[src/rtl/key_input_conditioner_pkg.sv]
// Shared encodings, defaults and per-key event payload for the push-button conditioner.
package key_input_conditioner_pkg;

   localparam logic KC_STABLE   = 1'b0;
   localparam logic KC_COUNTING = 1'b1;

   localparam int unsigned KC_NKEYS_DEFAULT    = 4;
   localparam int unsigned KC_DEBOUNCE_DEFAULT = 500000;
   localparam int unsigned KC_CNT_W_DEFAULT    = 19;
   localparam int unsigned KC_RST_KEY_DEFAULT  = 1;
   localparam int unsigned KC_RST_HOLD_DEFAULT = 16;

   // Debounced level plus its one-cycle edge pulses for a single key.
   typedef struct packed {
      logic lvl;
      logic rise;
      logic fall;
   } key_evt_t;

endpackage

[src/rtl/key_debounce_cell.sv]
// One key: 2-flop synchroniser, counter debouncer and registered press/release pulses.
module key_debounce_cell
   import key_input_conditioner_pkg::*;
#(
   parameter int unsigned DEBOUNCE_CYCLES = KC_DEBOUNCE_DEFAULT,
   parameter int unsigned CNT_W           = KC_CNT_W_DEFAULT
) (
   input  logic     clk,
   input  logic     rst_n,
   input  logic     key_n,
   output key_evt_t evt
);

   localparam logic [CNT_W-1:0] CNT_LAST = CNT_W'(DEBOUNCE_CYCLES - 1);

   // Synchroniser holds raw pin polarity so its idle (released) value is 1.
   logic [1:0]       sync_q, sync_d;
   logic             state_q, state_d;
   logic [CNT_W-1:0] cnt_q, cnt_d;
   logic             level_q, level_d;
   logic             rise_q, rise_d;
   logic             fall_q, fall_d;
   logic             s2;

   assign s2 = ~sync_q[1];

   always_comb begin
      sync_d  = {sync_q[0], key_n};
      state_d = state_q;
      cnt_d   = cnt_q;
      level_d = level_q;
      rise_d  = 1'b0;
      fall_d  = 1'b0;
      case (state_q)
         KC_STABLE: begin
            cnt_d = '0;
            if (s2 != level_q) state_d = KC_COUNTING;
         end
         KC_COUNTING: begin
            if (s2 == level_q) begin
               state_d = KC_STABLE;
               cnt_d   = '0;
            end else if (cnt_q == CNT_LAST) begin
               level_d = s2;
               rise_d  = s2;
               fall_d  = ~s2;
               state_d = KC_STABLE;
               cnt_d   = '0;
            end else begin
               cnt_d = cnt_q + CNT_W'(1);
            end
         end
      endcase
   end

   always_ff @(posedge clk or negedge rst_n) begin
      if (!rst_n) begin
         sync_q  <= 2'b11;
         state_q <= KC_STABLE;
         cnt_q   <= '0;
         level_q <= 1'b0;
         rise_q  <= 1'b0;
         fall_q  <= 1'b0;
      end else begin
         sync_q  <= sync_d;
         state_q <= state_d;
         cnt_q   <= cnt_d;
         level_q <= level_d;
         rise_q  <= rise_d;
         fall_q  <= fall_d;
      end
   end

   assign evt = key_evt_t'{lvl: level_q, rise: rise_q, fall: fall_q};

endmodule

[src/rtl/key_input_conditioner.sv]
// Debounces the DE1 KEY buttons and derives a stretched, registered CPU reset from one of them.
module key_input_conditioner
   import key_input_conditioner_pkg::*;
#(
   parameter int unsigned NKEYS           = KC_NKEYS_DEFAULT,
   parameter int unsigned DEBOUNCE_CYCLES = KC_DEBOUNCE_DEFAULT,
   parameter int unsigned CNT_W           = KC_CNT_W_DEFAULT,
   parameter int unsigned RST_KEY         = KC_RST_KEY_DEFAULT,
   parameter int unsigned RST_HOLD        = KC_RST_HOLD_DEFAULT
) (
   input  logic             CLOCK_50,
   input  logic             rst,
   input  logic [NKEYS-1:0] key_n,
   output logic [NKEYS-1:0] key_level,
   output logic [NKEYS-1:0] key_press,
   output logic [NKEYS-1:0] key_release,
   output logic             cpu_rst
);

   localparam int unsigned      HOLD_W    = (RST_HOLD > 1) ? $clog2(RST_HOLD) : 1;
   localparam logic [HOLD_W-1:0] HOLD_INIT = HOLD_W'(RST_HOLD - 1);

   key_evt_t evt [NKEYS];

   for (genvar i = 0; i < NKEYS; i++) begin : g_key
      key_debounce_cell #(
         .DEBOUNCE_CYCLES (DEBOUNCE_CYCLES),
         .CNT_W           (CNT_W)
      ) u_cell (
         .clk   (CLOCK_50),
         .rst_n (rst),
         .key_n (key_n[i]),
         .evt   (evt[i])
      );
      assign key_level[i]   = evt[i].lvl;
      assign key_press[i]   = evt[i].rise;
      assign key_release[i] = evt[i].fall;
   end

   logic [HOLD_W-1:0] hold_q, hold_d;
   logic              cpu_rst_q, cpu_rst_d;

   // Reset is held while the key is down, then for RST_HOLD cycles after it lifts.
   always_comb begin
      hold_d    = hold_q;
      cpu_rst_d = cpu_rst_q;
      if (key_level[RST_KEY]) begin
         hold_d    = HOLD_INIT;
         cpu_rst_d = 1'b1;
      end else if (hold_q != '0) begin
         hold_d    = hold_q - HOLD_W'(1);
         cpu_rst_d = 1'b1;
      end else begin
         cpu_rst_d = 1'b0;
      end
   end

   always_ff @(posedge CLOCK_50 or negedge rst) begin
      if (!rst) begin
         hold_q    <= HOLD_INIT;
         cpu_rst_q <= 1'b1;
      end else begin
         hold_q    <= hold_d;
         cpu_rst_q <= cpu_rst_d;
      end
   end

   assign cpu_rst = cpu_rst_q;

endmodule

[config.mk]
export PLATFORM = sky130hd
export DESIGN_NAME = key_input_conditioner
export DESIGN_NICKNAME = d
export VERILOG_FILES = /design/src/rtl/key_input_conditioner_pkg.sv /design/src/rtl/key_debounce_cell.sv /design/src/rtl/key_input_conditioner.sv
export SDC_FILE = /design/constraint.sdc
export NUM_CORES = 1
export LEC_CHECK = 0
export ABC_AREA = 1
export CORE_MARGIN = 2
export CORE_UTILIZATION = 38
export DETAILED_ROUTE_END_ITERATION = 12
export PLACE_DENSITY = 0.64
export SYNTH_ARGS = -nofsm -noshare
export SYNTH_HDL_FRONTEND = slang
export SYNTH_HIERARCHICAL = 1
export SYNTH_SLANG_ARGS = --single-unit
export TNS_END_PERCENT = 50
[constraint.sdc]
create_clock -name CLOCK_50 -period 1.55 [get_ports CLOCK_50]
set_input_delay 0.155 -clock CLOCK_50 [delete_from_list [all_inputs] [get_ports CLOCK_50]]
set_output_delay 0.155 -clock CLOCK_50 [all_outputs]
set_load 0.005 [all_outputs]
## After elaboration in Yosys (flattened, before gate mapping)

Index checks and enable logic that the tools add are counted.
W data, S select, Z words.

- Flip-flop bits (word level): 105
- Input bits: 6
- Output and inout port bits: 13
- Word-level logic and storage cells: 117

- Add/subtract/negate cells: 5
- Equality and inequality tests: 12
- Mux-type cells: 56
- Bitwise operators: 12
- Reduce and logical (&&, ||, !) cells: 6

Operator list:

| operator | count |
|---|---|
| $mux W19 | 8 |
| $pmux W19 S2 | 4 |
| $add A19 B1 Y19 const B | 4 |
| $eq A19 B19 Y1 const B | 4 |
| $mux W1 | 38 |
| $not A1 Y1 | 12 |
| $reduce_and A3 Y1 | 4 |
| $mux W4 | 2 |
| $pmux W1 S2 | 4 |
| $eq A1 B1 Y1 | 4 |
| $ne A1 B1 Y1 | 4 |
| $reduce_bool A4 Y1 | 1 |
| $sub A4 B1 Y4 const B | 1 |
| $reduce_bool A2 Y1 | 1 |

## Longest topological paths before layout

Gate-level depths: netlist of the first run.

- Word-level depth: 4
- Gate-level depth with buffers: 9
- Gate-level depth less buffers: 9

## Hierarchy

Netlist of the first run, hierarchy kept.

By module, submodules not included:

| module | times used | cells each | area an instance (um^2) | sequential area each (um^2) |
|---|---|---|---|---|
| key_debounce_cell | 4 | 203 | 1423.9 | 628.1 |
| key_input_conditioner | 1 | 34 | 275.3 | 131.4 |

## Worst setup path after synthesis of the first run

Ideal clock, no wire load.

- Kind: register -> register
- From: reg g_key[0].u_cell.cnt_q[0]
- To: reg g_key[0].u_cell.cnt_q[12]
- Setup time: 0.118 ns
- Arrival: 1.235 ns
- Required time: 1.432 ns
- Path slack: 0.197 ns
- Cell stages (with the launch flop): 8
- Path buffers: 1
- Period minus slack after synthesis: 1.353 ns
- Cells stage by stage: dfrtp_1 ha_1 nand2_2 nor2_4 nand3_2 o21ai_2 buf_6 nor2_1

- Cells in the longest elaborated chain, start to end: 4
- Elaborated cells on any way between the ends: 5
- Classes of those cells: add/sub: 1; eq/ne: 1; mux: 3

Ends and longest elaborated chain:

| item | RTL line | RTL |
|---|---|---|
| from (decl) | key_debounce_cell.sv:19 | `logic [CNT_W-1:0] cnt_q, cnt_d;` |
| from (signal assigned) | key_debounce_cell.sv:67 | `cnt_q <= cnt_d;` |
| $add A19 B1 Y19 or $eq A19 B19 Y1 (tied branches) | key_debounce_cell.sv:50, key_debounce_cell.sv:43 |  |
| $mux W19 (*) | key_debounce_cell.sv:43 | `end else if (cnt_q == CNT_LAST) begin` |
| $mux W19 (*) | key_debounce_cell.sv:40 | `if (s2 == level_q) begin` |
| $pmux W19 S2 (*) | key_debounce_cell.sv:34 | `case (state_q)` |
| net g_key[0].u_cell.cnt_d[12] | key_debounce_cell.sv:19 |  |

The timed path passes the listed nets; every way through them passes the cells marked *.
A chain may end at the register's enable or synchronous reset.

## Worst setup path in the final report of the first run

- From: reg g_key[2].u_cell.level_q
- To: out key_level[2]

RTL lines:

| item | RTL line | RTL |
|---|---|---|
| from (decl) | key_debounce_cell.sv:20 | `logic level_q, level_d;` |
| from (signal assigned) | key_debounce_cell.sv:68 | `level_q <= level_d;` |
| to (decl) | key_input_conditioner.sv:14 | `output logic [NKEYS-1:0] key_level,` |

No word-level cell between the ends.

==> results of run 1 <==
## sequential cells by signal, indices dropped and copies added (netlist names)
name,cells
g_key.u_cell/sync_q,8
g_key.u_cell/state_q,4
g_key.u_cell/rise_q,4
g_key.u_cell/level_q,4
cpu_rst,1
g_key.u_cell/cnt_q,76
hold_q,4
g_key.u_cell/fall_q,4
## cells by family (layout without fill, tap and decap cells)
logic type / Yosys count / count (layout) / share of synthesized area
and+or+nand+nor: 555 / 555 / 0.3871
xor gates and xnor gates: 24 / 24 / 0.03521
adders and majority gates: 6 / 6 / 0.01257
DFF: 105 / 105 / 0.4428
buffers and inverters: 128 / 168 / 0.09304
AOI/OAI and AO/OA: 28 / 28 / 0.02934
## per-stage QoR
| step | setup WS, ns | TNS, ns | area, µm² | hold WS (ns) |
|---|---|---|---|---|
| floorplan | 0.1967 | 0 | 5971 | -0.1406 |
| global placement | -0.01834 | -0.01834 | 6457 | 0.06719 |
| detailed placement | -0.04578 | -0.05518 | 6457 | 0.07516 |
| CTS | 0.01321 | 0 | 6784 | 0.1928 |
| global route | -0.02596 | -0.09414 | 6917 | 0.1972 |
| finish | 0.08294 | 0 | 6917 | 0.2031 |
## cell usage after synthesis
| cell | count | area [µm²] |
|---|---|---|
| ha_1 | 6 | 75.07 |
| nand4_1 | 10 | 62.56 |
| nand3b_1 | 4 | 30.03 |
| inv_2 | 1 | 3.750 |
| o21ai_0 | 12 | 60.06 |
| o21ai_1 | 4 | 20.02 |
| inv_1 | 111 | 416.7 |
| nand2_1 | 223 | 837.1 |
| nand3_2 | 5 | 50.05 |
| nand2_2 | 8 | 50.05 |
| buf_6 | 4 | 45.04 |
| nor3_1 | 16 | 80.08 |
| nand3_1 | 59 | 295.3 |
| nor2_2 | 5 | 31.28 |
| nor2_1 | 221 | 829.6 |
| o21ai_2 | 4 | 35.03 |
| dfstp_2 | 13 | 341.6 |
| dfrtp_1 | 92 | 2302 |
| xor2_1 | 24 | 210.2 |
| buf_4 | 12 | 90.09 |
| nor2_4 | 4 | 45.04 |
| o21a_1 | 8 | 60.06 |
## metal layers
layer / up-vias / GRT usage
li1: 2641 / -
met1: 2267 / 0.2153
met2: 64 / 0.2601
met3: 11 / 0.03592
met4: 0 / 0.03836
met5: - / 0
## layout make-up
type / instances / area (µm²)
clock buffers: 15 / 287.8
clock inverters: 1 / 7.507
fillers: 1519 / 8342
inverters: 112 / 420.4
multi-input cells: 613 / 2872
flip-flops and latches: 105 / 2644
well taps: 211 / 264.0
repair buffers: 40 / 421.7
## repair_timing
item	CTS	global route
setup buffers	2	5
setup endpoints to repair	5	74
hold endpoints to repair	22	0
pin swaps	0	6
hold buffers	1	0
resized for setup	4	30
## final timing paths
check | from | endpoint | slack, ns | depth (start not counted)
setup / recovery | g_key[2].u_cell/level_q | key_level[2] | 0.08 | 1
hold / removal | key_n[0] | g_key[0].u_cell/sync_q[0] | 0.20 | 1
setup reg to reg | g_key[3].u_cell/cnt_q[0] | g_key[3].u_cell/cnt_q[10] | 0.09 | 7
hold reg to reg | g_key[2].u_cell/sync_q[0] | g_key[2].u_cell/sync_q[1] | 0.35 | 0
max in group asynchronous | rst | g_key[2].u_cell/sync_q[0] | 0.68 | 3
min in group asynchronous | rst | g_key[3].u_cell/cnt_q[3] | 0.23 | 2
## power groups by stage
stage          Combinational (µW)  Sequential (µW)  Clock [µW]
3_3_place_gp                  191             2840           0
6_report                      199             2790        2260
5_1_grt                       230             2800        2440
4_1_cts                       194             2790        2360
3_5_place_dp                  191             2840           0
2_1_floorplan                70.1             2840           0
## cells in the final DEF, fill, tap and decap left out, drive strengths merged
cell type      instances
xor2                  24
nor3                  16
nand4                 10
clkinvlp               1
nand2                231
ha                     6
dfstp                 13
dlymetal6s2s           1
nand3                 64
clkdlybuf4s50         15
dlygate4sd2            1
buf                   22
dfrtp                 92
o21ai                 20
clkbuf                15
dlygate4sd3            1
inv                  112
o21a                   8
nand3b                 4
nor2                 230
==> results.sh, run 1 <==
export IMPL_fp_dieW_um=129.4
export IMPL_synthCells=846
export IMPL_highest_routed_metal_layer="met4"
export IMPL_timing_critical_path_buf_inv=1
export IMPL_clk_latency_ns=0.35
export IMPL_cts_tree="built"
export IMPL_worst_setup_path_type="reg -> out"
export IMPL_floorplan_initialDensity=0.3913
export IMPL_yosysUniqueCellTypes=22
export IMPL_vias_per_cell=4.542
export IMPL_drc_errors=0
export IMPL_synth_cell_area_um2=5971
export IMPL_drt_pass1_iterations=5
export IMPL_tightest_slew_ns=0.3002
export IMPL_top_level_ports=19
export IMPL_maxSlewViolCount=0
export IMPL_die_area_um2=16730
export IMPL_final_hold_viol_count=0
export IMPL_tritoncts_num_sinks=105
export IMPL_antenna_found_initial=0
export IMPL_area_growth_pct=15.84
export IMPL_routed_wl_um=12310
export IMPL_detail_route_iter0_violations=423
export IMPL_worst_endpoint_required_ns=1.39
export IMPL_fin_nets=893
export IMPL_synth_net_count=858
export IMPL_core_rowCount=45
export IMPL_place_detailed_hpwl_um=9032
export IMPL_run_status="complete, no violations"
export IMPL_rsz0062_at_grt="yes"
export IMPL_root_buffer="clkbuf_16"
export IMPL_placeableCoreArea_um2=15260
export IMPL_critical_path_slowest_cell="clkdlybuf4s50_1"
export IMPL_fin_crit_sh=0.9465
export IMPL_timing_critical_path_to_type="output port"
export IMPL_worst_setup_hold_path_clk_slew_ns=0.07
export IMPL_final_antenna_net_count=0
export IMPL_grt_pass1_wl_um=21580
export IMPL_achievable_frequency_mhz=681.6
export IMPL_finalPower_uw=5254
export IMPL_post_drt_wl_per_cell_um=11.22
export IMPL_layout_cells_non_filler=1097
export IMPL_detailroute_wirelength_met3_um=428
export IMPL_global_route_usage_total=0.1589
export IMPL_n_antenna_cell=0
export IMPL_synth_avg_cell_area_um2=7.058
export IMPL_fin_worst_skew_ns=0.009442
export IMPL_timing_slew_headroom=0.7999
export IMPL_setup_viol=0
export IMPL_period_needed_ns=1.467
export IMPL_gp_congestion=0.8812
export IMPL_grt_overflow=0
export IMPL_htreeDepth=3
export IMPL_ir_drop_v=0.0005415
export IMPL_power_switching_share=0.2158
export IMPL_floorplan_die_height_um=129.4
export IMPL_routed_via_count=4983
export IMPL_seq_area_frac_synth=0.4428
export IMPL_cap_viol_max_count=0
export IMPL_start_kind="flip-flop"
export IMPL_critPathTopFamily="buffers and inverters"
export IMPL_postSynthRegisterBits=105
export IMPL_critical_path_peak_fanout=5
export IMPL_part_of_the_power_in_combinational_logic=0.038
export IMPL_wirelength_met1_um=6034
export IMPL_cp_cell_sequence="clkdlybuf4s50_1"
export IMPL_io_buffer_count=18
export IMPL_min_path_type="in -> reg"
export IMPL_vias_in_the_first_global_route=4756
export IMPL_power_sequential_fraction=0.532
export IMPL_cts_inserted_buffers=9
export IMPL_worst_ep_arrival_time_ns=1.31
export IMPL_pwr_density_cell_nw_per_um2=759.7
export IMPL_layout_cells_sized_above_1=0.1117
export IMPL_largest_net_degree_at_the_start_of_global_routing=38
export IMPL_max_stage_delay_ns=0.54
export IMPL_p_int_uw=4121
export IMPL_yosys_warns=6
export IMPL_ctsLongestPathBuffers=2
export IMPL_p_switching_uw=1134
export IMPL_placed_cells=1073
export IMPL_share_clk_of_total_power=0.430
export IMPL_finalCoreUtilization=0.4533
export IMPL_dr_wl_met2_um=5715
export IMPL_power_leakage_uw=0.003028
(Power assumes the default switching activity.)
==> inputs of run 2 (changes only) <==
- CELL_PAD_IN_SITES_DETAIL_PLACEMENT: unset -> 1
- CELL_PAD_IN_SITES_GLOBAL_PLACEMENT: unset -> 2
- CORE_UTILIZATION: 38 -> 37
- GPL_ROUTABILITY_DRIVEN: unset -> 0
- PLACE_DENSITY: 0.64 -> 0.9
- SYNTH_HIERARCHICAL: 1 -> unset
==> run 2 against run 1 <==
  * The run now ends with negative setup slack left
  * Maximum frequency down 5.5%
  * Area after synthesis down 7.2%
  * Sequential power about the same
  * Synthesized cell count down 15%
  * Global-route usage up 2.0 points
  * Power up 3.4%
  * Highest routed layer unchanged
==> results.sh, run 2 <==
export IMPL_run_status="complete, but fails checks"
export IMPL_failed_checks="negative setup slack"
export IMPL_largest_net_degree_at_the_start_of_global_routing=79
export IMPL_detail_route_iter0_violations=219
export IMPL_post_synth_most_frequent_cells="nand2_1 (168), nor2_1 (161), dfrtp_1 (92)"
export IMPL_max_stage_delay_ns=0.36
export IMPL_global_route_usage_total=0.1792
export IMPL_start_kind="flip-flop"
export IMPL_top_register="g_key.u_cell.cnt_q"
export IMPL_holdCritStartpoint="key_n[1]"
export IMPL_drt_pass1_iterations=4
export IMPL_die_area_um2=15970
export IMPL_seq_area_frac_synth=0.4772
export IMPL_core_rowCount=44
export IMPL_multi_input_area_um2=2595
export IMPL_finalInstanceArea_um2=6745
export IMPL_yosys_most_used_dff="dfrtp_1"
export IMPL_min_to="g_key[1].u_cell.sync_q[0]"
export IMPL_vias_per_cell=4.845
export IMPL_root_buffer="clkbuf_16"
export IMPL_io_buffer_count=18
export IMPL_critical_path_slowest_cell="dfrtp_1"
export IMPL_fin_worst_skew_ns=0.004194
export IMPL_final_hold_viol_count=0
export IMPL_post_route_worst_setup_slack_ns=-0.002385
export IMPL_fin_crit_sh=1.002
export IMPL_area_growth_pct=21.75
export IMPL_post_drt_wl_per_cell_um=14.31
export IMPL_fillCellCount=1763
export IMPL_power_leakage_uw=0.003030
export IMPL_yosys_warns=0
export IMPL_postSynthRegisterBits=105
export IMPL_maxSlewViolCount=0
export IMPL_tightest_slew_ns=0.4361
export IMPL_top_level_ports=19
export IMPL_floorplan_initialDensity=0.3798
export IMPL_vias_in_the_first_global_route=4993
export IMPL_r2r_end="g_key[2].u_cell.cnt_q[16]"
export IMPL_synth_largest_type_area_fraction=0.4155
export IMPL_worst_ep_arrival_time_ns=1.84
export IMPL_setup_viol=1
export IMPL_drc_errors=0
export IMPL_cp_cell_sequence="ha_2 > nand2_2 > nor2_4 > buf_6 > nand2_4 > nor2_4 > nand3_2 > nand2_1 > nand2_1 > nor2_1"
export IMPL_synth_avg_cell_area_um2=7.727
export IMPL_cts_inserted_buffers=9
export IMPL_r2r_setup_slack_ns=-0.002
export IMPL_leading_area_contributor_after_synthesis="dfrtp_1"
export IMPL_yosysUniqueCellTypes=31
export IMPL_synth_cell_area_um2=5540
export IMPL_cts_tree="built"
export IMPL_ctsLongestPathBuffers=2
export IMPL_antenna_found_initial=0
export IMPL_commonest_non_fill_non_tap_cell_in_the_layout="nand2_1"
export IMPL_post_place_ws_ns=-0.1005
export IMPL_r2r_worst_path_cells=10
export IMPL_period_needed_ns=1.552
export IMPL_timing_critical_path_to_type="flip-flop"
export IMPL_worst_setup_hold_path_clk_slew_ns=0.07
export IMPL_post_synth_top_count_cell="nand2_1"
export IMPL_pwr_density_cell_nw_per_um2=805.4
export IMPL_netlist_top_cells_area="dfrtp_1 (42%), nand2_1 (11%), nor2_1 (11%)"
export IMPL_fp_dieW_um=126.4
export IMPL_min_delay_path_depth=1
export IMPL_fin_nets=789
export IMPL_final_antenna_net_count=0
export IMPL_cap_viol_max_count=0
export IMPL_critical_path_peak_fanout=4
export IMPL_htreeDepth=3
export IMPL_worst_setup_path_type="reg -> reg"
export IMPL_routed_via_count=4680
export IMPL_rsz0062_at_grt="yes"
export IMPL_floorplan_die_height_um=126.4
export IMPL_largest_reg_flops=76
export IMPL_synthCells=717
export IMPL_grt_overflow=0
export IMPL_largest_registers="g_key.u_cell.cnt_q x76, g_key.u_cell.sync_q x8"
export IMPL_clk_latency_ns=0.35
export IMPL_finalCoreUtilization=0.4624
export IMPL_n_antenna_cell=0
export IMPL_placeableCoreArea_um2=14590
export IMPL_ir_drop_v=0.0005704
export IMPL_place_detailed_hpwl_um=10020
export IMPL_placement_cell_area_um2=6083
export IMPL_edff_count_synth=0
export IMPL_timing_slew_headroom=0.7093
export IMPL_layout_cells_sized_above_1=0.1854
export IMPL_min_path_type="in -> reg"
export IMPL_most_common_layout_cells="nand2_1 (160), nor2_1 (147), dfrtp_1 (91)"
export IMPL_worst_endpoint_required_ns=1.84
export IMPL_grt_pass1_wl_um=23500
export IMPL_tritoncts_num_sinks=105
export IMPL_critical_path_reg2reg_startpoint="g_key[2].u_cell.cnt_q[1]"
export IMPL_synth_async_reset_ratio=1.000
export IMPL_routed_wl_um=13830
export IMPL_achievable_frequency_mhz=644.2
export IMPL_seqCellArea_um2=2645
export IMPL_synth_net_count=729
[run 2: critical path, delay by kind of cell, from the launching register on]
kind	cells	cell delay [ns]
flip-flops	1	0.36
AND/OR/NAND/NOR	8	0.79
adder cells (fa/ha/maj)	1	0.19
buffers and inverters	1	0.12
[run 2: how the worst max path moves through the flow]
stage                                           end                       from  cells past startpoint  slack (ns)
after floorplan            g_key[2].u_cell.cnt_q[6]   g_key[2].u_cell.cnt_q[0]                      9         0.1
after CTS                 g_key[0].u_cell.cnt_q[17]   g_key[0].u_cell.cnt_q[0]                      8      -0.009
after detailed placement  g_key[0].u_cell.cnt_q[17]   g_key[0].u_cell.cnt_q[0]                      8       -0.10
final                     g_key[2].u_cell.cnt_q[16]   g_key[2].u_cell.cnt_q[1]                     10      -0.002
after global routing      g_key[2].u_cell.cnt_q[18]  g_key[2].u_cell.cnt_q[11]                      8       -0.12
after global placement     g_key[3].u_cell.cnt_q[3]   g_key[3].u_cell.cnt_q[0]                      8        0.02
[run 2: layer usage]
metal / routed length [µm] / share of wire / GRT usage / vias to the layer above
li1: - / - / - / 2318
met1: 6286 / 0.45 / 0.2302 / 2307
met2: 7095 / 0.51 / 0.3098 / 42
met3: 304 / 0.022 / 0.04049 / 13
met4: 139 / 0.010 / 0.03943 / 0
met5: 0 / 0 / 0 / -
[run 2: metrics by stage]
| step | hold slack, ns | total power (µW) | cells | setup TNS [ns] |
|---|---|---|---|---|
| 2_1_floorplan | -0.1406 | 2915 | 717 | 0 |
| 4_1_cts | 0.1856 | 5478 | 956 | -0.008783 |
| 5_1_grt | 0.1925 | 5636 | 966 | -1.147 |
| 3_5_place_dp | 0.2119 | 3025 | 938 | -1.292 |
| 3_3_place_gp | 0.2091 | 3015 | 938 | 0 |
| 6_report | 0.2006 | 5432 | 966 | -0.002385 |
[run 2: cell type report]
| cell class | instances | area share |
|---|---|---|
| sequential | 105 | 0.3921 |
| timing repair inverter | 1 | 0.001669 |
| multi-input combinational | 504 | 0.3847 |
| tap | 184 | 0.03413 |
| clock buffer | 12 | 0.03951 |
| clock inverter | 4 | 0.007234 |
| timing repair buffer | 64 | 0.08533 |
| inverter | 92 | 0.05528 |
[run 2: where the power goes]
part           leakage, µW  internal (µW)  switching (µW)  total, µW
logic              0.00146           75.1             132        207
clock network     0.000159           1390            1050       2430
registers          0.00141           2770            20.9       2790
[run 2: logic make-up after synthesis]
group                    count (synthesis)  share of synthesized area
flip-flops                             105                     0.4772
buffers and inverters                  108                    0.08808
AO/OA/AOI/OAI                           27                    0.02981
AND/OR/NAND/NOR                        437                     0.3376
adder cells (fa/ha/maj)                  6                    0.01355
XOR/XNOR                                34                    0.05375
[run 2: what timing repair did]
| item | CTS | global route |
|---|---|---|
| cloned | 0 | 1 |
| hold endpoints to repair | 92 | 0 |
| hold buffers | 1 | 0 |
| setup endpoints to repair | 47 | 82 |
| gates resized for setup | 11 | 58 |
| pin swaps | 0 | 17 |
| buffers inserted | 1 | 9 |
